--- src/rtl/spi_slave_xcvr.sv ---
// SPI mode-0 slave transceiver: oversampled SCLK/MOSI/SS, MSB-first frames, registered MISO.
// Optional macro SPI_SLV_ECHO_EN: each good frame is reloaded into the holding register.
module spi_slave_xcvr #(
    parameter int FRAME_BITS  = 16,
    parameter int SYNC_STAGES = 2
) (
    input  logic                  clk,
    input  logic                  reset,
    input  logic                  sclk,
    input  logic                  mosi,
    input  logic                  ss,
    output logic                  miso,
    input  logic [FRAME_BITS-1:0] i_tx_data,
    input  logic                  i_tx_load,
    output logic [FRAME_BITS-1:0] o_rx_data,
    output logic                  o_rx_valid,
    output logic                  o_frame_err,
    output logic                  o_busy
);

    localparam int CNT_W = $clog2(FRAME_BITS + 2);

    typedef enum logic [1:0] {IDLE, ACTIVE, DONE} state_t;

    state_t                 r_state;
    logic [SYNC_STAGES-1:0] r_sclk_sync;
    logic [SYNC_STAGES-1:0] r_mosi_sync;
    logic [SYNC_STAGES-1:0] r_ss_sync;
    logic                   r_sclk_prev;
    logic                   r_ss_prev;
    logic [FRAME_BITS-1:0]  r_hold;
    logic [FRAME_BITS-1:0]  r_tx;
    logic [FRAME_BITS-1:0]  r_rx;
    logic [FRAME_BITS-1:0]  r_rx_data;
    logic [CNT_W-1:0]       r_cnt;
    logic                   r_seen_rise;
    logic                   r_miso;
    logic                   r_rx_valid;
    logic                   r_frame_err;
    logic                   r_busy;

    logic w_sclk;
    logic w_mosi;
    logic w_ss;
    logic w_sclk_rise;
    logic w_sclk_fall;
    logic w_ss_rise;
    logic w_ss_fall;

    assign w_sclk      = r_sclk_sync[SYNC_STAGES-1];
    assign w_mosi      = r_mosi_sync[SYNC_STAGES-1];
    assign w_ss        = r_ss_sync[SYNC_STAGES-1];
    assign w_sclk_rise = w_sclk & ~r_sclk_prev;
    assign w_sclk_fall = ~w_sclk & r_sclk_prev;
    assign w_ss_rise   = w_ss & ~r_ss_prev;
    assign w_ss_fall   = ~w_ss & r_ss_prev;

    assign miso        = r_miso;
    assign o_rx_data   = r_rx_data;
    assign o_rx_valid  = r_rx_valid;
    assign o_frame_err = r_frame_err;
    assign o_busy      = r_busy;

    // Chains preset to the bus idle levels so reset release never fakes an edge.
    always_ff @(posedge clk or posedge reset) begin
        if (reset) begin
            r_sclk_sync <= '0;
            r_mosi_sync <= '0;
            r_ss_sync   <= '1;
            r_sclk_prev <= 1'b0;
            r_ss_prev   <= 1'b1;
        end else begin
            r_sclk_sync <= {r_sclk_sync[SYNC_STAGES-2:0], sclk};
            r_mosi_sync <= {r_mosi_sync[SYNC_STAGES-2:0], mosi};
            r_ss_sync   <= {r_ss_sync[SYNC_STAGES-2:0], ss};
            r_sclk_prev <= w_sclk;
            r_ss_prev   <= w_ss;
        end
    end

    always_ff @(posedge clk or posedge reset) begin
        if (reset) begin
            r_state     <= IDLE;
            r_hold      <= '0;
            r_tx        <= '0;
            r_rx        <= '0;
            r_rx_data   <= '0;
            r_cnt       <= '0;
            r_seen_rise <= 1'b0;
            r_miso      <= 1'b0;
            r_rx_valid  <= 1'b0;
            r_frame_err <= 1'b0;
            r_busy      <= 1'b0;
        end else begin
            r_rx_valid  <= 1'b0;
            r_frame_err <= 1'b0;
            if (i_tx_load) begin
                r_hold <= i_tx_data;
            end
            case (r_state)
                IDLE: begin
                    r_miso <= 1'b0;
                    if (w_ss_fall) begin
                        r_tx        <= r_hold;
                        r_cnt       <= '0;
                        r_seen_rise <= 1'b0;
                        r_miso      <= r_hold[FRAME_BITS-1];
                        r_busy      <= 1'b1;
                        r_state     <= ACTIVE;
                    end
                end
                ACTIVE: begin
                    // ss edge takes priority over a coincident sclk edge.
                    if (w_ss_rise) begin
                        r_busy  <= 1'b0;
                        r_miso  <= 1'b0;
                        r_state <= DONE;
                    end else if (w_sclk_rise) begin
                        r_rx        <= {r_rx[FRAME_BITS-2:0], w_mosi};
                        r_seen_rise <= 1'b1;
                        if (r_cnt != CNT_W'(FRAME_BITS + 1)) begin
                            r_cnt <= r_cnt + CNT_W'(1);
                        end
                    end else if (w_sclk_fall && r_seen_rise) begin
                        r_tx   <= {r_tx[FRAME_BITS-2:0], 1'b0};
                        r_miso <= r_tx[FRAME_BITS-2];
                    end
                end
                DONE: begin
                    r_state <= IDLE;
                    if (r_cnt == CNT_W'(FRAME_BITS)) begin
                        r_rx_data  <= r_rx;
                        r_rx_valid <= 1'b1;
`ifdef SPI_SLV_ECHO_EN
                        if (!i_tx_load) begin
                            r_hold <= r_rx;
                        end
`endif
                    end else begin
                        r_frame_err <= 1'b1;
                    end
                end
                default: r_state <= IDLE;
            endcase
        end
    end

endmodule

--- config.mk ---
export PLATFORM = sky130hd
export DESIGN_NAME = spi_slave_xcvr
export DESIGN_NICKNAME = d
export VERILOG_FILES = /design/src/rtl/spi_slave_xcvr.sv
export SDC_FILE = /design/constraint.sdc
export NUM_CORES = 1
export LEC_CHECK = 0
export ABC_AREA = 1
export ABC_CLOCK_PERIOD_IN_PS = 2700
export CAP_MARGIN = 30
export CELL_PAD_IN_SITES_DETAIL_PLACEMENT = 0
export CELL_PAD_IN_SITES_GLOBAL_PLACEMENT = 1
export CORE_MARGIN = 5
export CORE_UTILIZATION = 38
export DETAILED_ROUTE_END_ITERATION = 12
export GPL_TIMING_DRIVEN = 1
export PLACE_DENSITY = 0.79
export SYNTH_ARGS = -nofsm -noshare
export SYNTH_HDL_FRONTEND = slang
export SYNTH_SLANG_ARGS = --single-unit
--- constraint.sdc ---
create_clock -name clk -period 2.7 [get_ports clk]
set_input_delay 0.54 -clock clk [delete_from_list [all_inputs] [get_ports clk]]
set_output_delay 0.54 -clock clk [all_outputs]
set_load 0.03 [all_outputs]
==> insert_results.sql <==
INSERT INTO impl_metrics (metric_group, metric, value, unit) VALUES
('final_layout', 'layout.cells.most_common_list', 'sky130_fd_sc_hd__nand2_1, sky130_fd_sc_hd__dfrtp_1, sky130_fd_sc_hd__inv_1, sky130_fd_sc_hd__o21ai_0, sky130_fd_sc_hd__clkdlybuf4s50_1', ''),
('timing', 'setup_viol_count_final', '0', ''),
('clock_tree', 'clock-root-buffer', 'sky130_fd_sc_hd__clkbuf_8', ''),
('timing', 'worst_margin_slew', '0.5941', 'ns'),
('worst_setup_path', 'timing.critical_path.max_delay_family', 'buffers and inverters', ''),
('worst_setup_path', 'worstPathArrival', '1.42', 'ns'),
('floorplan', 'boundaryPins', '42', ''),
('routing', 'postRouteAntennaNets', '0', ''),
('pwr', 'powerDensity', '762.6', 'nW/um^2'),
('global_route', 'initial_antenna_violation_count', '0', ''),
('final_layout', 'layout_commonest_cell', 'sky130_fd_sc_hd__nand2_1', ''),
('worst_setup_path', 'path_buf_inv', '1', ''),
('timing', 'max_slew_margin_vs_limit', '60.35', '%'),
('pwr', 'combinational_share_of_power', '20.3', '%'),
('timing', 'hold_violations', '0', ''),
('timing', 'achievable-frequency', '509.5', 'MHz'),
('timing', 'period_share', '72.69', '%'),
('clock_tree', 'clk_transition_reported_paths', '0.09', 'ns'),
('floorplan', 'die_width', '105.6', 'um'),
('timing', 'rsz0062_at_grt', 'no', ''),
('placement', 'finalWeightedCongestion', '0.7155', ''),
('clock_tree', 'cts-hold-fix-buffers', '0', ''),
('clock_tree', 'post_cts_buffers', '0', ''),
('routing', 'detail_route.iter0.violations', '108', ''),
('worst_setup_path', 'worst-path-stages', '1', ''),
('clock_tree', 'worst_skew_pair.late_latency', '0.35', 'ns'),
('placement', 'detailed_place_hpwl', '4173', 'um'),
('yosys', 'synth_area', '3475', 'um^2'),
('routing', 'detail_route.drc_violations', '0', ''),
('clock_tree', 'cts_resizes', '0', ''),
('timing', 'timing.final.max_slew_violations', '0', ''),
('pwr', 'p_sw', '1.004', 'mW'),
('worst_setup_path', 'critical_path.endpoint_type', 'output pin', ''),
('yosys', 'largest_family_of_logic_cells_by_synthesized_area', 'simple AND/OR/NAND/NOR gates', ''),
('worst_setup_path', 'number_of_cells_on_the_worst_reg_to_reg_path', '5', ''),
('pwr', 'ir_worst_vdd', '0.0002854', 'V'),
('worst_setup_path', 'crit_required', '2.16', 'ns'),
('routing', 'route.final.wire_length', '6299', 'um'),
('yosys', 'synth.net_count', '414', ''),
('yosys', 'synth_xor_xnor_area_share', '0.2521', '%'),
('final_layout', 'final_layout_size_suffix_gt1_share', '8.257', '%'),
('worst_setup_path', 'timing.critical_path.slowest_cell_delay', '0.69', 'ns'),
('timing', 'post-route-min-period', '1.963', 'ns'),
('hold_path', 'hold-path-cell-count', '0', ''),
('floorplan', 'core-area', '8806', 'um^2'),
('final_layout', 'syn_to_final_growth', '21.53', '%'),
('yosys', 'synthMuxAreaShare', '0.3241', '%'),
('clock_tree', 'depth_of_the_cts_h_tree', '3', ''),
('floorplan', 'fp-row-count', '34', ''),
('global_route', 'first_global_vias', '2563', ''),
('timing', 'clock-skew-final', '0.01237', 'ns'),
('floorplan', 'die_y', '105.6', 'um'),
('routing', 'drt_first_pass_iters', '4', ''),
('outcome', 'outcome', 'finished clean', ''),
('run', 'timing.max_cap.violations', '0', ''),
('timing', 'fin_hold_ws', '0.3465', 'ns'),
('floorplan', 'initial_core_util', '39.46', '%'),
('yosys', 'synth_cells', '389', ''),
('yosys', 'syn_area_per_cell', '8.932', 'um^2'),
('worst_setup_path', 'critical_path_maximum_fanout', '2', ''),
('timing', 'tns', '0', 'ns'),
('global_route', 'grt_max_degree', '84', ''),
('worst_setup_path', 'path_class', 'register to output pin', ''),
('final_layout', 'filler_cell_count', '854', ''),
('routing', 'wire_per_inst', '11.58', 'um'),
('global_route', 'groute.usage.overall', '12.29', '%'),
('worst_setup_path', 'crit_path_cell_trace', 'clkdlybuf4s50_1', ''),
('global_route', 'grt_first_pass_wirelength', '11250', 'um'),
('clock_tree', 'cts_max_path_buffers', '2', ''),
('yosys', 'synth_seq_area_share', '59.88', '%'),
('floorplan', 'design.die.area', '11160', 'um^2');
==> Yosys cell counts (all sizes together) <==
cell type    n  area [um^2]
a21boi       1        7.510
xnor2        1        8.760
nand3b       1        7.510
o21ai       63        319.1
a21oi        4        20.02
buf         10        58.81
inv         45        168.9
dfstp        3        78.83
nand4        1        6.260
nor2        19        101.3
nand2      124        468.0
ha           3        37.54
nand3       27        152.7
dfrtp       80         2002
clkbuf       5        18.77
mux2         1        11.26
o21bai       1        7.510
==> state kept, by name, indices dropped and copies added (netlist names) <==
signal / cells
o_busy: 1
r_ss_prev: 1
r_hold: 16
r_rx: 16
r_ss_sync: 2
r_sclk_prev: 1
r_state: 2
o_rx_data: 16
r_mosi_sync: 2
r_cnt: 5
miso: 1
r_seen_rise: 1
o_frame_err: 1
r_tx: 15
o_rx_valid: 1
r_sclk_sync: 2
==> metrics by stage <==
step / utilization [%] / instances / worst slack (ns) / area [um^2]
detailed placement: 45.35 / 528 / 0.9444 / 3994
floorplan: - / 389 / 0.02817 / 3475
finish: 47.95 / 544 / 0.7374 / 4223
global placement: 45.35 / 528 / 0.9560 / 3994
CTS: 47.95 / 544 / 0.7046 / 4223
global route: 47.95 / 544 / 0.6780 / 4223
==> layer usage <==
metal	up-vias	GRT usage [%]	share of wire [%]
met5	-	0	0
met4	0	5.550	1.6
met3	9	2.934	4.3
met2	51	20.99	49
met1	1199	14.75	45
li1	1302	-	-
==> logic make-up (layout without fill, tap and decap cells) <==
kind of cell / after synthesis / in the layout
xor+xnor: 1 / 1
buf+inv: 60 / 107
simple gates: 172 / 172
mux: 1 / 1
compound gates: 69 / 69
flops: 83 / 83
fa+ha+maj: 3 / 3
==> cell type report <==
cell class / count / area, um^2 / share of cell area [%]
sequential: 83 / 2081 / 49.27
multi-input combinational: 246 / 1147 / 27.17
tap: 108 / 135.1 / 3.200
clock inverter: 7 / 105.1 / 2.489
clock buffer: 9 / 123.9 / 2.933
inverter: 45 / 170.2 / 4.030
timing repair buffer: 46 / 460.4 / 10.90
==> power groups by stage <==
stage                     logic, mW  clock network (mW)  registers (mW)
after detailed placement      0.670                   0            1.58
final                         0.653                1.01            1.56
after global routing          0.762                1.10            1.58
after CTS                     0.669                1.05            1.56
after global placement        0.655                   0            1.58
after floorplan               0.484                   0            1.58
==> path summary, 6_finish.rpt <==
check / start / slack [ns] / endpoint
max in group asynchronous: reset / 1.76 / r_ss_sync[1]$_DFF_PP1_
worst min-delay path: r_mosi_sync[0]$_DFF_PP0_ / 0.35 / r_mosi_sync[1]$_DFF_PP0_
worst max register to register: r_state[0]$_DFFE_PP0P_ / 0.95 / r_rx[0]$_DFFE_PP0P_
worst min register to register: r_mosi_sync[0]$_DFF_PP0_ / 0.35 / r_mosi_sync[1]$_DFF_PP0_
worst max-delay path: o_rx_data[0]$_DFFE_PP0P_ / 0.74 / o_rx_data[0]
min in group asynchronous: reset / 0.59 / r_hold[5]$_DFFE_PP0P_
No activity file was read; power rests on OpenSTA's default activity.
